File: src/rtl/midi_msg_decoder.sv
// midi_msg_decoder: assembles MIDI channel-voice messages from the receiver byte
// stream and emits one-cycle event strobes with held payload registers.
// Running status and interleaved real-time bytes are handled transparently.
module midi_msg_decoder #(
  parameter bit         OMNI    = 1'b1,
  parameter logic [3:0] MIDI_CH = 4'd0
) (
  input  logic        CLOCK_25,
  input  logic        reset_reg_N,
  input  logic        byteready,
  input  logic [7:0]  midibyte,
  output logic        note_on,
  output logic        note_off,
  output logic [6:0]  note_num,
  output logic [6:0]  velocity,
  output logic        cc_valid,
  output logic [6:0]  cc_num,
  output logic [6:0]  cc_val,
  output logic        prog_valid,
  output logic [6:0]  prog_num,
  output logic        pb_valid,
  output logic [13:0] pb_val,
  output logic [3:0]  msg_chan
);

  typedef enum logic [1:0] {IDLE, D1, D2} state_t;

  state_t      state, state_nx;
  logic        sync_p0, sync_p1, sync_p2;
  logic        byte_stb;
  logic        vld_p3;
  logic [7:0]  byte_p3;
  logic [7:0]  run_stat, run_stat_nx;
  logic        stat_ok, stat_ok_nx;
  logic [6:0]  data1;
  logic        data1_ld;
  logic        chan_ok;
  logic        ev_on, ev_off, ev_cc, ev_prog, ev_pb;

  // --- stage p0..p2: byteready crosses in from the MIDI bit-clock domain
  // Two-flop synchroniser plus an edge register to find the rising edge
  always_ff @(posedge CLOCK_25 or negedge reset_reg_N) begin
    if (!reset_reg_N) begin
      sync_p0 <= 1'b0;
      sync_p1 <= 1'b0;
      sync_p2 <= 1'b0;
    end else begin
      sync_p0 <= byteready;
      sync_p1 <= sync_p0;
      sync_p2 <= sync_p1;
    end
  end

  assign byte_stb = sync_p1 & ~sync_p2;

  // --- stage p3: one captured byte per byteready pulse
  // Byte-valid flag travels with the captured byte
  always_ff @(posedge CLOCK_25 or negedge reset_reg_N) begin
    if (!reset_reg_N) vld_p3 <= 1'b0;
    else              vld_p3 <= byte_stb;
  end

  // Data-only registers: captured byte and first data byte of a 2-byte message
  always_ff @(posedge CLOCK_25) begin
    if (byte_stb)          byte_p3 <= midibyte;
    if (vld_p3 && data1_ld) data1   <= byte_p3[6:0];
  end

  assign chan_ok = OMNI | (run_stat[3:0] == MIDI_CH);

  // Parser state register: FSM state and running status
  always_ff @(posedge CLOCK_25 or negedge reset_reg_N) begin
    if (!reset_reg_N) begin
      state    <= IDLE;
      run_stat <= 8'h00;
      stat_ok  <= 1'b0;
    end else begin
      state    <= state_nx;
      run_stat <= run_stat_nx;
      stat_ok  <= stat_ok_nx;
    end
  end

  // Byte classification, next state and event decode for the captured byte
  always_comb begin
    state_nx    = state;
    run_stat_nx = run_stat;
    stat_ok_nx  = stat_ok;
    data1_ld    = 1'b0;
    ev_on       = 1'b0;
    ev_off      = 1'b0;
    ev_cc       = 1'b0;
    ev_prog     = 1'b0;
    ev_pb       = 1'b0;
    if (vld_p3) begin
      if (byte_p3[7:3] == 5'b11111) begin
        // real-time byte: leaves the message in progress untouched
      end else if (byte_p3[7:4] == 4'hF) begin
        stat_ok_nx = 1'b0;
        state_nx   = IDLE;
      end else if (byte_p3[7]) begin
        run_stat_nx = byte_p3;
        stat_ok_nx  = 1'b1;
        state_nx    = D1;
      end else if (stat_ok) begin
        state_nx = D1;
        if (state == D2) begin
          unique case (run_stat[7:4])
            4'h8:    ev_off = chan_ok;
            4'h9: begin
              ev_off = chan_ok & (byte_p3[6:0] == 7'd0);
              ev_on  = chan_ok & (byte_p3[6:0] != 7'd0);
            end
            4'hB:    ev_cc  = chan_ok;
            4'hE:    ev_pb  = chan_ok;
            default: ;
          endcase
        end else begin
          unique case (run_stat[7:4])
            4'hC:    ev_prog = chan_ok;
            4'hD:    ;
            default: begin
              data1_ld = 1'b1;
              state_nx = D2;
            end
          endcase
        end
      end
    end
  end

  // --- stage p4: registered strobes and held payloads
  always_ff @(posedge CLOCK_25 or negedge reset_reg_N) begin
    if (!reset_reg_N) begin
      note_on    <= 1'b0;
      note_off   <= 1'b0;
      cc_valid   <= 1'b0;
      prog_valid <= 1'b0;
      pb_valid   <= 1'b0;
      note_num   <= 7'd0;
      velocity   <= 7'd0;
      cc_num     <= 7'd0;
      cc_val     <= 7'd0;
      prog_num   <= 7'd0;
      pb_val     <= 14'd8192;
      msg_chan   <= 4'd0;
    end else begin
      note_on    <= ev_on;
      note_off   <= ev_off;
      cc_valid   <= ev_cc;
      prog_valid <= ev_prog;
      pb_valid   <= ev_pb;
      if (ev_on || ev_off) begin
        note_num <= data1;
        velocity <= byte_p3[6:0];
      end
      if (ev_cc) begin
        cc_num <= data1;
        cc_val <= byte_p3[6:0];
      end
      if (ev_prog) prog_num <= byte_p3[6:0];
      if (ev_pb)   pb_val   <= {byte_p3[6:0], data1};
      if (ev_on || ev_off || ev_cc || ev_prog || ev_pb) msg_chan <= run_stat[3:0];
    end
  end

endmodule

File: config.mk
export PLATFORM = sky130hd
export DESIGN_NAME = midi_msg_decoder
export DESIGN_NICKNAME = d
export VERILOG_FILES = /design/src/rtl/midi_msg_decoder.sv
export SDC_FILE = /design/constraint.sdc
export NUM_CORES = 1
export LEC_CHECK = 0
export CAP_MARGIN = 20
export CORE_AREA = 2 2 85 87
export CTS_BUF_LIST = sky130_fd_sc_hd__clkbuf_16
export CTS_CLUSTER_SIZE = 16
export DETAILED_ROUTE_END_ITERATION = 8
export DIE_AREA = 0 0 87 89
export GPL_TIMING_DRIVEN = 0
export PLACE_DENSITY = 0.8
export SYNTH_ARGS = -nofsm -noshare
export SYNTH_HDL_FRONTEND = slang
export SYNTH_SLANG_ARGS = --single-unit
File: constraint.sdc
create_clock -name CLOCK_25 -period 2.4 [get_ports CLOCK_25]
set_input_delay 0.72 -clock CLOCK_25 [delete_from_list [all_inputs] [get_ports CLOCK_25]]
set_output_delay 0.72 -clock CLOCK_25 [all_outputs]
set_load 0.01 [all_outputs]
==> impl_metrics.yaml <==
critical_path:
  critPathTopFamily: "buffers and inverters"
  crit_type: "flip-flop to output pin"
  slowest_stage: "clkdlybuf4s50_1"
  start_kind: "flip-flop"
  cp_slowest_stage_delay_ps: 540
  critPathBufInv: 1
  worst-r2r-cell-count: 5
  rrSetupSlack_ps: 370
  setup.worst_path.end_class: "output pin"
  crit_start: "pb_val[13]"
  path_cells: "clkdlybuf4s50_1"
  reg2reg_to: "pb_val[8]"
  rr_startpoint: "byte_p3[7]"
  critPathMaxFanout: 2
  crit_cells: 1
  required_ps: 1680
  arrival_ps: 1390
cells_and_area:
  final_common_cell: "dfrtp_1"
  post_route_cells_drive_above_1_share_pct: 29.3
  final_util_pct: 65.4
  final_cell_mix: "dfrtp_1 (72), clkdlybuf4s50_1 (67), mux2_2 (46), nand2_1 (18), edfxtp_1 (15)"
  fin_area_um2: 4390
  fin_cells: 363
  nets: 289
  layout-area-overhead-vs-synth_pct: 33.0
  insertedDiodeCount: 0
yosys:
  synthFlopType: "dfrtp_1"
  synthCells: 199
  synth_top_area_share_pct: 54.5
  synth.net_count: 210
  async_flop_share_pct: 83.0
  synth_edf_count: 15
  yosysWarnings: 0
  syn_area_um2: 3300
  avgSynthCellArea_um2: 16.6
  synth_top_area_cell: "dfrtp_1"
  yosys-top-cells-area: "dfrtp_1 (55%), mux2_2 (16%), edfxtp_1 (14%), mux2_4 (3.2%), nand2_1 (2.0%)"
  synth_cell_types: 38
  synth-seq-cells: 88
  synth-seq-area-share_pct: 69.0
cts:
  cts_tree: "built"
  htree_levels: 3
  root_buffer: "clkbuf_16"
  cts_buffer_depth: 2
  path_clk_slew_ps: 60
  cts_hold_buf: 0
  postCtsSetupRepairBufs: 0
  clk_latency_ps: 330
  ctsResizeCount: 0
  cts_made_buffers: 9
  clock_sinks: 88
timing:
  max_freq_ghz: 0.473
  finalSetupViolations: 0
  fin_ws_ps: 287
  finalClockSkew_ps: 6.97
  max-slew-margin-rel_pct: 40.2
  rsz0062_at_grt: "no"
  period_minus_slack_ps: 2110
  finalCritPeriodShare_pct: 88.1
  worstMarginPinSlew_ps: 897
  final_hold_viol_count: 0
  drv_slew: 0
global_route:
  antenna_found_initial: 0
  grt_util_all_layers_pct: 18.3
  grt_pass1_vias: 1972
  grt_pass1_wl_mm: 10.3
  grt_max_degree: 74
  grt-ovfl-total: 0
routing:
  wl_per_cell_um: 18.0
  dr.pass1.iters: 5
  num_vias: 1940
  via_per_inst: 5.34
  ant_nets: 0
  wl_mm: 6.53
  first_iter_violations: 112
  drc: 0
place:
  gp_congestion: 0.797
  dpl.cell_count: 347
  hpwl_mm: 4.31
  port_buffers: 68
  preCtsSetupSlack_ps: 375
  placed_cell_area_um2: 4080
pwr:
  cellInternalPower_mw: 2.88
  seq_power_share_pct: 47.4
  combPwrFrac_pct: 13.9
  clkPwrFrac_pct: 38.7
  power_mw: 3.72
  p_sw_uw: 833
  ir_worst_vdd_mv: 0.511
  p_sw_share_pct: 22.4
  p_leak_nw: 2.00
  power_density_nw_per_um2: 846
outcome:
  status: "finished clean"
die:
  die_h_um: 89
  coreArea_um2: 6720
  io_pins: 69
  fp.dieW_um: 87
  die_area_um2: 7740
  rows: 30
  initial_core_util_pct: 49.2
hold_path:
  holdPathEnd: "sync_p1"
  hold_depth: 0
  hp-start: "sync_p0"
  hp-class: "flip-flop to flip-flop"
run:
  maxCapViolations: 0
-- registers in the layout, summed over array words and instances (netlist names), 2 cells and up --
signal / cells
pb_val: 14
state: 2
data1: 7
msg_chan: 4
byte_p3: 8
prog_num: 7
cc_num: 7
note_num: 7
run_stat: 8
cc_val: 7
velocity: 7
-- through the flow --
| stage | hold WS, ps | setup TNS (ps) |
|---|---|---|
| 4_1_cts | 349 | 0 |
| 6_report | 349 | 0 |
| 2_1_floorplan | 331 | 0 |
| 5_1_grt | 360 | 0 |
| 3_5_place_dp | 336 | 0 |
| 3_3_place_gp | 332 | -128480 |
-- power by group through the flow --
stage	combinational, mW	clock (mW)	sequential, mW
after floorplan	0.196	0	1.81
after global placement	0.505	0	1.78
after detailed placement	0.522	0	1.79
after CTS	0.524	1.45	1.76
after global routing	0.558	1.52	1.78
final	0.516	1.44	1.76
-- cells in the mapped netlist, types with 2 or more instances --
master / number
edfxtp_1: 15
nand2_1: 18
mux2_4: 7
dfrtp_1: 72
mux2_2: 46
o22a_1: 2
nor3_4: 2
buf_4: 2
nor3_1: 2
nor2b_1: 2
buf_6: 3
o21ai_0: 2
-- how the worst max path moves through the flow --
stage,to,slack [ps]
final,pb_val[13],290
after global routing,pb_val[13],260
after CTS,pb_val[13],270
after detailed placement,pb_val[10],370
after global placement,pb_valid,-1770
after floorplan,cc_num[0],680
-- layout make-up --
cell class              instances  area (um2)
clock buffers                   9         225
flip-flops and latches         88        2280
inverters                       1        3.75
multi-input cells             104         958
plain buffers                   6        62.6
clock inverters                 7        87.6
repair buffers                 68         678
well taps                      80         100
fillers                       492        2320
-- per-layer routing --
| metal | vias up | GRT usage [%] | wire [um] |
|---|---|---|---|
| met5 | - | 0 | 0 |
| met4 | 0 | 7.67 | 75 |
| met3 | 8 | 4.62 | 382 |
| met2 | 63 | 28.8 | 3220 |
| met1 | 997 | 24.5 | 2850 |
| li1 | 872 | - | - |
-- logic make-up (layout without fill, tap and decap cells) --
| logic type | Yosys count | after routing | share of synthesized area, % |
|---|---|---|---|
| flip-flops | 88 | 88 | 69.0 |
| multiplexers | 53 | 53 | 18.9 |
| AND/OR/NAND/NOR | 38 | 38 | 7.01 |
| AO/OA/AOI/OAI | 12 | 12 | 2.88 |
| buffers and inverters | 7 | 91 | 2.01 |
| XOR/XNOR | 1 | 1 | 0.265 |
(Power assumes the default switching activity.)
